==> config.mk <==
export PLATFORM = sky130hd
export DESIGN_NAME = cla_iter
export DESIGN_NICKNAME = d
export VERILOG_FILES = /design/src/rtl/cla_iter.sv
export SDC_FILE = /design/constraint.sdc
export NUM_CORES = 1
export LEC_CHECK = 0
export BUFFER_PORTS_ARGS = -buffer_cell sky130_fd_sc_hd__buf_2
export CORE_MARGIN = 3
export CORE_UTILIZATION = 40
export DETAILED_ROUTE_END_ITERATION = 10
export GPL_ROUTABILITY_DRIVEN = 0
export RECOVER_POWER = 25
export SYNTH_ARGS = -nofsm -noshare
export SYNTH_HDL_FRONTEND = slang
export SYNTH_SLANG_ARGS = --single-unit
export TNS_END_PERCENT = 1
==> constraint.sdc <==
create_clock -name clock -period 3.1 [get_ports clock]
set_clock_uncertainty 0.15 [all_clocks]
set_input_delay 0.31 -clock clock [delete_from_list [all_inputs] [get_ports clock]]
set_output_delay 0.31 -clock clock [all_outputs]
set_load 0.03 [all_outputs]
==> src/rtl/cla_iter.sv <==
// cla_iter: iterative add/sub/and/or unit, add/sub computed CHUNK bits per cycle with in-slice carry lookahead
// Ports: clock/reset_n (async active-low); in_valid/in_ready + op/a/b/cin request;
// abort cancels in-flight work; out_valid/out_ready handshake with result and cout/overflow/is_zero/is_neg.
module cla_iter #(
  parameter int WIDTH = 32,
  parameter int CHUNK = 8
) (
  input  logic             clock,
  input  logic             reset_n,
  input  logic             in_valid,
  output logic             in_ready,
  input  logic [1:0]       op,
  input  logic [WIDTH-1:0] a,
  input  logic [WIDTH-1:0] b,
  input  logic             cin,
  input  logic             abort,
  output logic             out_valid,
  input  logic             out_ready,
  output logic [WIDTH-1:0] result,
  output logic             cout,
  output logic             overflow,
  output logic             is_zero,
  output logic             is_neg
);
  localparam int NCH = WIDTH / CHUNK;
  localparam int IW = NCH > 1 ? $clog2(NCH) : 1;
  typedef enum logic [1:0] {IDLE, RUN, DONE} state_t;
  state_t st, nxt;
  logic [WIDTH-1:0] a_r, b_r, res;
  logic [1:0] op_r;
  logic cy, live, accept, last, arith;
  logic [IW-1:0] idx;
  logic [CHUNK-1:0] xs, ys, sum;
  logic [CHUNK:0] c;
  // Flat lookahead: each carry is the OR of every generate term propagated up to it.
  function automatic logic [CHUNK:0] carries(input logic [CHUNK-1:0] x, input logic [CHUNK-1:0] y, input logic ci);
    logic [CHUNK-1:0] g, p;
    logic [CHUNK:0] cc;
    logic t;
    g = x & y;
    p = x ^ y;
    cc[0] = ci;
    for (int i = 0; i < CHUNK; i++) begin
      t = ci;
      for (int k = 0; k <= i; k++) t = t & p[k];
      cc[i+1] = t;
      for (int j = 0; j <= i; j++) begin
        t = g[j];
        for (int k = j + 1; k <= i; k++) t = t & p[k];
        cc[i+1] = cc[i+1] | t;
      end
    end
    return cc;
  endfunction
  always_comb begin
    xs = a_r[idx*CHUNK +: CHUNK];
    ys = b_r[idx*CHUNK +: CHUNK];
    c = carries(xs, ys, cy);
    sum = xs ^ ys ^ c[CHUNK-1:0];
    arith = ~op_r[1];
    last = ~arith | (idx == IW'(NCH - 1));
    accept = in_ready & in_valid & ~abort;
    nxt = (abort && st != IDLE) ? IDLE :
          st == IDLE ? (accept ? RUN : IDLE) :
          st == RUN  ? (last ? DONE : RUN) :
          (out_ready ? IDLE : DONE);
  end
  always_ff @(posedge clock or negedge reset_n) begin
    if (!reset_n) begin
      st <= IDLE;
      live <= 1'b0;
      a_r <= '0;
      b_r <= '0;
      res <= '0;
      op_r <= 2'b00;
      cy <= 1'b0;
      idx <= '0;
    end else begin
      st <= nxt;
      live <= 1'b1;
      if (accept) begin
        a_r <= a;
        b_r <= op == 2'b01 ? ~b : b;
        op_r <= op;
        cy <= (op == 2'b01) | ((op == 2'b00) & cin);
        idx <= '0;
        res <= '0;
      end else if (st == RUN && !abort) begin
        if (arith) begin
          res[idx*CHUNK +: CHUNK] <= sum;
          cy <= c[CHUNK];
          idx <= idx + 1'b1;
        end else begin
          res <= op_r[0] ? (a_r | b_r) : (a_r & b_r);
          cy <= 1'b0;
        end
      end
    end
  end
  assign out_valid = st == DONE;
  assign in_ready = live & (st == IDLE);
  assign result = out_valid ? res : '0;
  assign cout = out_valid & arith & cy;
  assign overflow = out_valid & arith & (a_r[WIDTH-1] == b_r[WIDTH-1]) & (res[WIDTH-1] != a_r[WIDTH-1]);
  assign is_zero = out_valid & ~|res;
  assign is_neg = out_valid & res[WIDTH-1];
endmodule

## Word level (Yosys, flattened, before mapping)

Index checks and enable logic that the tools add are counted.

| cells by class | value |
|---|---|
| $add $sub $neg | 2 |
| eq/ne operators | 7 |
| shifts and indexed selects | 4 |
| muxes and demuxes | 19 |
| bitwise operators | 92 |
| reduce and logical (&&, ||, !) cells | 10 |

Operators with widths:

| kind | number |
|---|---|
| $mux W32 | 6 |
| $shiftx A32 B6 Y8 | 2 |
| $and A1 B1 Y1 | 46 |
| $or A1 B1 Y1 | 38 |
| $neg A5 Y34 | 1 |
| $shift A8 B34 Y32 const A | 1 |
| $shiftx A8 B34 Y32 | 1 |
| $and A32 B32 Y32 | 1 |
| $bwmux W32 | 1 |
| $not A32 Y32 | 1 |
| $or A32 B32 Y32 | 1 |
| $reduce_or A32 Y1 | 1 |
| $mux W2 | 8 |
| $xor A8 B8 Y8 | 2 |
| $and A8 B8 Y8 | 1 |
| $eq A2 B1 Y1 const B | 2 |
| $eq A2 B2 Y1 const B | 2 |
| $logic_not A2 Y1 | 2 |
| $mux W1 | 4 |
| $reduce_bool A2 Y1 | 2 |
| $add A2 B1 Y2 const B | 1 |
| $logic_and A1 B1 Y1 | 2 |
| $logic_not A1 Y1 | 2 |
| $ne A2 B1 Y1 const B | 1 |
| other kinds (4) | 5 |

| word-level totals | value |
|---|---|
| flip-flop bits (word level) | 104 |
| bits of input ports | 72 |
| output and inout port bits | 38 |

## Depth between registers and ports, before layout

| depth | value |
|---|---|
| word-level depth | 22 |
| mapped depth | 10 |
| depth with buffers taken out | 8 |

## Least setup slack after synthesis

OpenSTA, ideal clock, no wires.

| path | value |
|---|---|
| path kind | register to register |
| start | register idx[0] |
| end | register res[15] |
| data arrival time | 3.144 ns |
| slack | -0.288 ns |
| stages on the path, launching flop included | 11 |
| buffers on the path | 2 |
| cells stage by stage | dfrtp_1 -> buf_4 -> buf_2 -> mux4_2 -> ha_1 -> ha_1 -> nor3_2 -> o211ai_1 -> o21a_1 -> o311a_1 -> a211oi_1 |

| on the way | value |
|---|---|
| word-level cells in the longest chain between the ends | 22 |
| elaborated cells on any way between the ends | 68 |
| classes of those cells | add/sub: 1; shift: 4; mux: 4; bitwise: 59 |

Ends and longest elaborated chain:

| what | line | source |
|---|---|---|
| start: declaration | 32 | `logic [IW-1:0] idx;` |
| start signal: assignment | 92 | `idx <= idx + 1'b1;` |
| $shiftx A32 B6 Y8 (on tied branches) | 56, 57 |  |
| $xor A8 B8 Y8 | 41, 59 |  |
| $and A1 B1 Y1 (7 in a row) | 45 | `for (int k = 0; k <= i; k++) t = t & p[k];` |
| $or A1 B1 Y1 (7 in a row) | 50 | `cc[i+1] = cc[i+1] \| t;` |
| $xor A8 B8 Y8 | 59 | `sum = xs ^ ys ^ c[CHUNK-1:0];` |
| $shiftx A8 B34 Y32 | 90 | `res[idx*CHUNK +: CHUNK] <= sum;` |
| $bwmux W32 * | 90 |  |
| $mux W32 * | 89 | `if (arith) begin` |
| $mux W32 * | 88 | `end else if (st == RUN && !abort) begin` |
| $mux W32 * | 81 | `if (accept) begin` |
| end signal: indexed assignment | 90 |  |
| end signal: assignment | 94 | `res <= op_r[0] ? (a_r \| b_r) : (a_r & b_r);` |
| end: declaration | 29 | `logic [WIDTH-1:0] a_r, b_r, res;` |

Mark *: on every way between the ends. The rest lies on a longest branch, timed or not. The select of a mux whose other input is x is not followed.
A chain may end at the register's enable or synchronous reset.

## Worst setup path after layout

Same ends and word-level chain as after synthesis.

==> results.sh <==
export IMPL_num_vias=5598
export IMPL_ioPinCount=110
export IMPL_cts_buffers=9
export IMPL_synth_compound_area_share_pct=15.5
export IMPL_via_per_inst=5.59
export IMPL_synth_top_area_cell="dfrtp_1"
export IMPL_setup_viol=0
export IMPL_rows=44
export IMPL_ys_warn_count=0
export IMPL_max_slew_margin_pct=11.6
export IMPL_syn_area_mm2=0.00621
export IMPL_fin_crit_sh_pct=95.6
export IMPL_grt_setup_unrepaired="yes"
export IMPL_ys_types=59
export IMPL_insertion_delay_ps=360
export IMPL_dieArea_mm2=0.0171
export IMPL_dr_first_iter_drc_count=591
export IMPL_slowest_stage="mux4_2"
export IMPL_synth_nets=787
export IMPL_grt_pass1_vias=5216
export IMPL_async_reset_ff_share_pct=100
export IMPL_synth_simple_area_share_pct=23.1
export IMPL_fp_coreArea_mm2=0.0149
export IMPL_root_buffer="clkbuf_16"
export IMPL_grt_use_total_pct=22.4
export IMPL_cts_buffer_depth=2
export IMPL_critical_path_endpoint_type="flip-flop"
export IMPL_critPathKind="reg2reg"
export IMPL_worstMarginPinSlew_ps=1330
export IMPL_netlist_instances=699
export IMPL_critical_path_buf_inv_count=0
export IMPL_hold_viol_final=0
export IMPL_num_antenna_cells=0
export IMPL_synth_edf_count=0
export IMPL_die_h_um=131
export IMPL_cp_data_arrival_time_ps=3090
export IMPL_h_tree_depth=3
export IMPL_post_cts_setup_buffers=0
export IMPL_fillCellCount=1409
export IMPL_drive_gt1_share_pct=21.8
export IMPL_clock_sinks=104
export IMPL_hold_class="in2reg"
export IMPL_cts_tree="done"
export IMPL_fin_area_mm2=0.00749
export IMPL_wire_per_inst_um=18.4
export IMPL_cap_violations=0
export IMPL_cpMostUsedCell="ha_1"
export IMPL_wl_mm=18.4
export IMPL_place_port_buffers=109
export IMPL_synth_area_mux_share_pct=5.98
export IMPL_ir_drop_uv=401
export IMPL_start_util_pct=41.8
export IMPL_start_kind="flip-flop"
export IMPL_worst_ep_required_time_ps=3220
export IMPL_powerDensity_mw_per_mm2=829
export IMPL_synth_top_cell_area_share_pct=41.9
export IMPL_clk_pin_slew_ps=70
export IMPL_path_cells="mux4_2 > ha_1 > ha_1 > nor3_4 > o211ai_1 > o21a_1 > o311a_4 > a211oi_1"
export IMPL_slowest_delay_ps=580
export IMPL_synthXorXnorAreaFrac_pct=5.22
export IMPL_synth_common_cells="nand2_1, dfrtp_1, o21ai_0"
export IMPL_area_delta_synth_final_pct=20.7
export IMPL_grt_overflow_total=0
export IMPL_post_dp_cell_area_mm2=0.00695
export IMPL_dr_pass1_iters=6
export IMPL_syn_avg_cell_area_um2=8.88
export IMPL_synth_top_family_by_area="simple AND/OR/NAND/NOR gates"
export IMPL_synthAdderAreaFrac_pct=4.47
export IMPL_path_max_fanout=7
export IMPL_timing_fmax_mhz=338
export IMPL_crit_family="compound AO/OA/AOI/OAI gates"
export IMPL_synth_most_common_cell="nand2_1"
export IMPL_ys_seq_area_share_pct=41.9
export IMPL_ant_nets=0
export IMPL_drc=0
export IMPL_tns_ps=0
export IMPL_netlist_top_cells_area="dfrtp_1, nand2_1, mux4_2, o21ai_0, xnor2_1"
export IMPL_p_total_mw=6.21
export IMPL_grt_pass1_wl_mm=28.9
export IMPL_dp_hpwl_mm=14.2
export IMPL_antenna_found_initial=0
export IMPL_period_minus_slack_ps=2960
export IMPL_status="complete, no violations"
export IMPL_ys_seq_elements=104
export IMPL_synth_ff_type="dfrtp_1"
export IMPL_slew_violations=0
export IMPL_grt_max_degree=56
export IMPL_die_x_um=131
export IMPL_layout_nets=901
export IMPL_power_leakage_nw=3.42
## kinds of logic after synthesis
kind of cell / after synthesis
AOI/OAI and AO/OA: 157
muxes: 17
xor gates and xnor gates: 37
adders and majority gates: 23
and+or+nand+nor: 307
other: 1
DFF: 104
buffers and inverters: 53
## worst register-to-register path, delay by kind of cell (launching register included)
kind,cells,cell delay (ps)
compound gates,4,880
simple gates,1,230
fa+ha+maj,2,540
mux,1,580
flops,1,490
## sequential cells by signal, indices dropped and copies added (netlist names)
signal  count
cy          1
live        1
idx         2
st          2
a_r        32
op_r        2
res        32
b_r        32
## cell usage in the layout, fill, tap and decap left out, types with 9 or more instances in the layout
| cell type | count |
|---|---|
| o21ai_0 | 67 |
| nor2_1 | 48 |
| buf_4 | 16 |
| nor4_1 | 9 |
| dlygate4sd3_1 | 20 |
| and2_1 | 33 |
| clkbuf_16 | 9 |
| mux4_2 | 16 |
| dfrtp_1 | 103 |
| a31oi_1 | 13 |
| xnor2_1 | 33 |
| inv_1 | 9 |
| ha_1 | 15 |
| a21oi_1 | 27 |
| buf_2 | 108 |
| nand3_1 | 16 |
| a221oi_1 | 10 |
| nand2_1 | 165 |
## path summary, 6_finish.rpt
check | depth (start not counted) | end | startpoint | slack, ps
max in group asynchronous | 3 | idx[0] | reset_n | 660
min in group asynchronous | 2 | res[1] | reset_n | 630
hold / removal | 3 | a_r[20] | a[20] | 6
hold reg to reg | 1 | res[17] | res[17] | 360
setup / recovery | 8 | res[15] | idx[0] | 140
setup reg to reg | 8 | res[15] | idx[0] | 140
## power by group
part	leakage, nW	internal, mW	switching [mW]	total (mW)
clock network	0.152	0.707	0.515	1.22
registers	1.29	1.74	0.474	2.22
logic	1.98	1.21	1.56	2.77
total	3.42	3.66	2.55	6.21
## stage by stage
step,std cells,hold WS [ps],util [%],worst slack (ps)
after floorplan,699,-136,-,58.9
after global placement,966,248,46.8,171
after detailed placement,966,252,46.8,97.1
after CTS,1002,0.178,50.3,79.1
after global routing,1002,7.79,50.4,-19.3
final,1002,5.80,50.4,137
## metal layers
metal	part of all wire [%]	global-route usage (%)
met3	6.3	2.93
met4	2.4	7.92
met5	0	0
met1	46	32.8
met2	46	34.3
## area by class of cell
cell class | count | area, um2 | area share [%]
clock buffer | 9 | 225 | 3.01
multi-input combinational | 542 | 3420 | 45.7
sequential | 104 | 2600 | 34.8
inverter | 9 | 33.8 | 0.451
timing repair buffer | 147 | 885 | 11.8
tap | 184 | 230 | 3.07
clock inverter | 7 | 93.8 | 1.25
## repair_timing
item                                    in CTS  in global routing
endpoints found under the setup margin       0                 19
endpoints found under the hold margin       69                  0
hold buffers                                20                  0
resized for setup                            0                  5
Power figures use the tool's default switching activity.
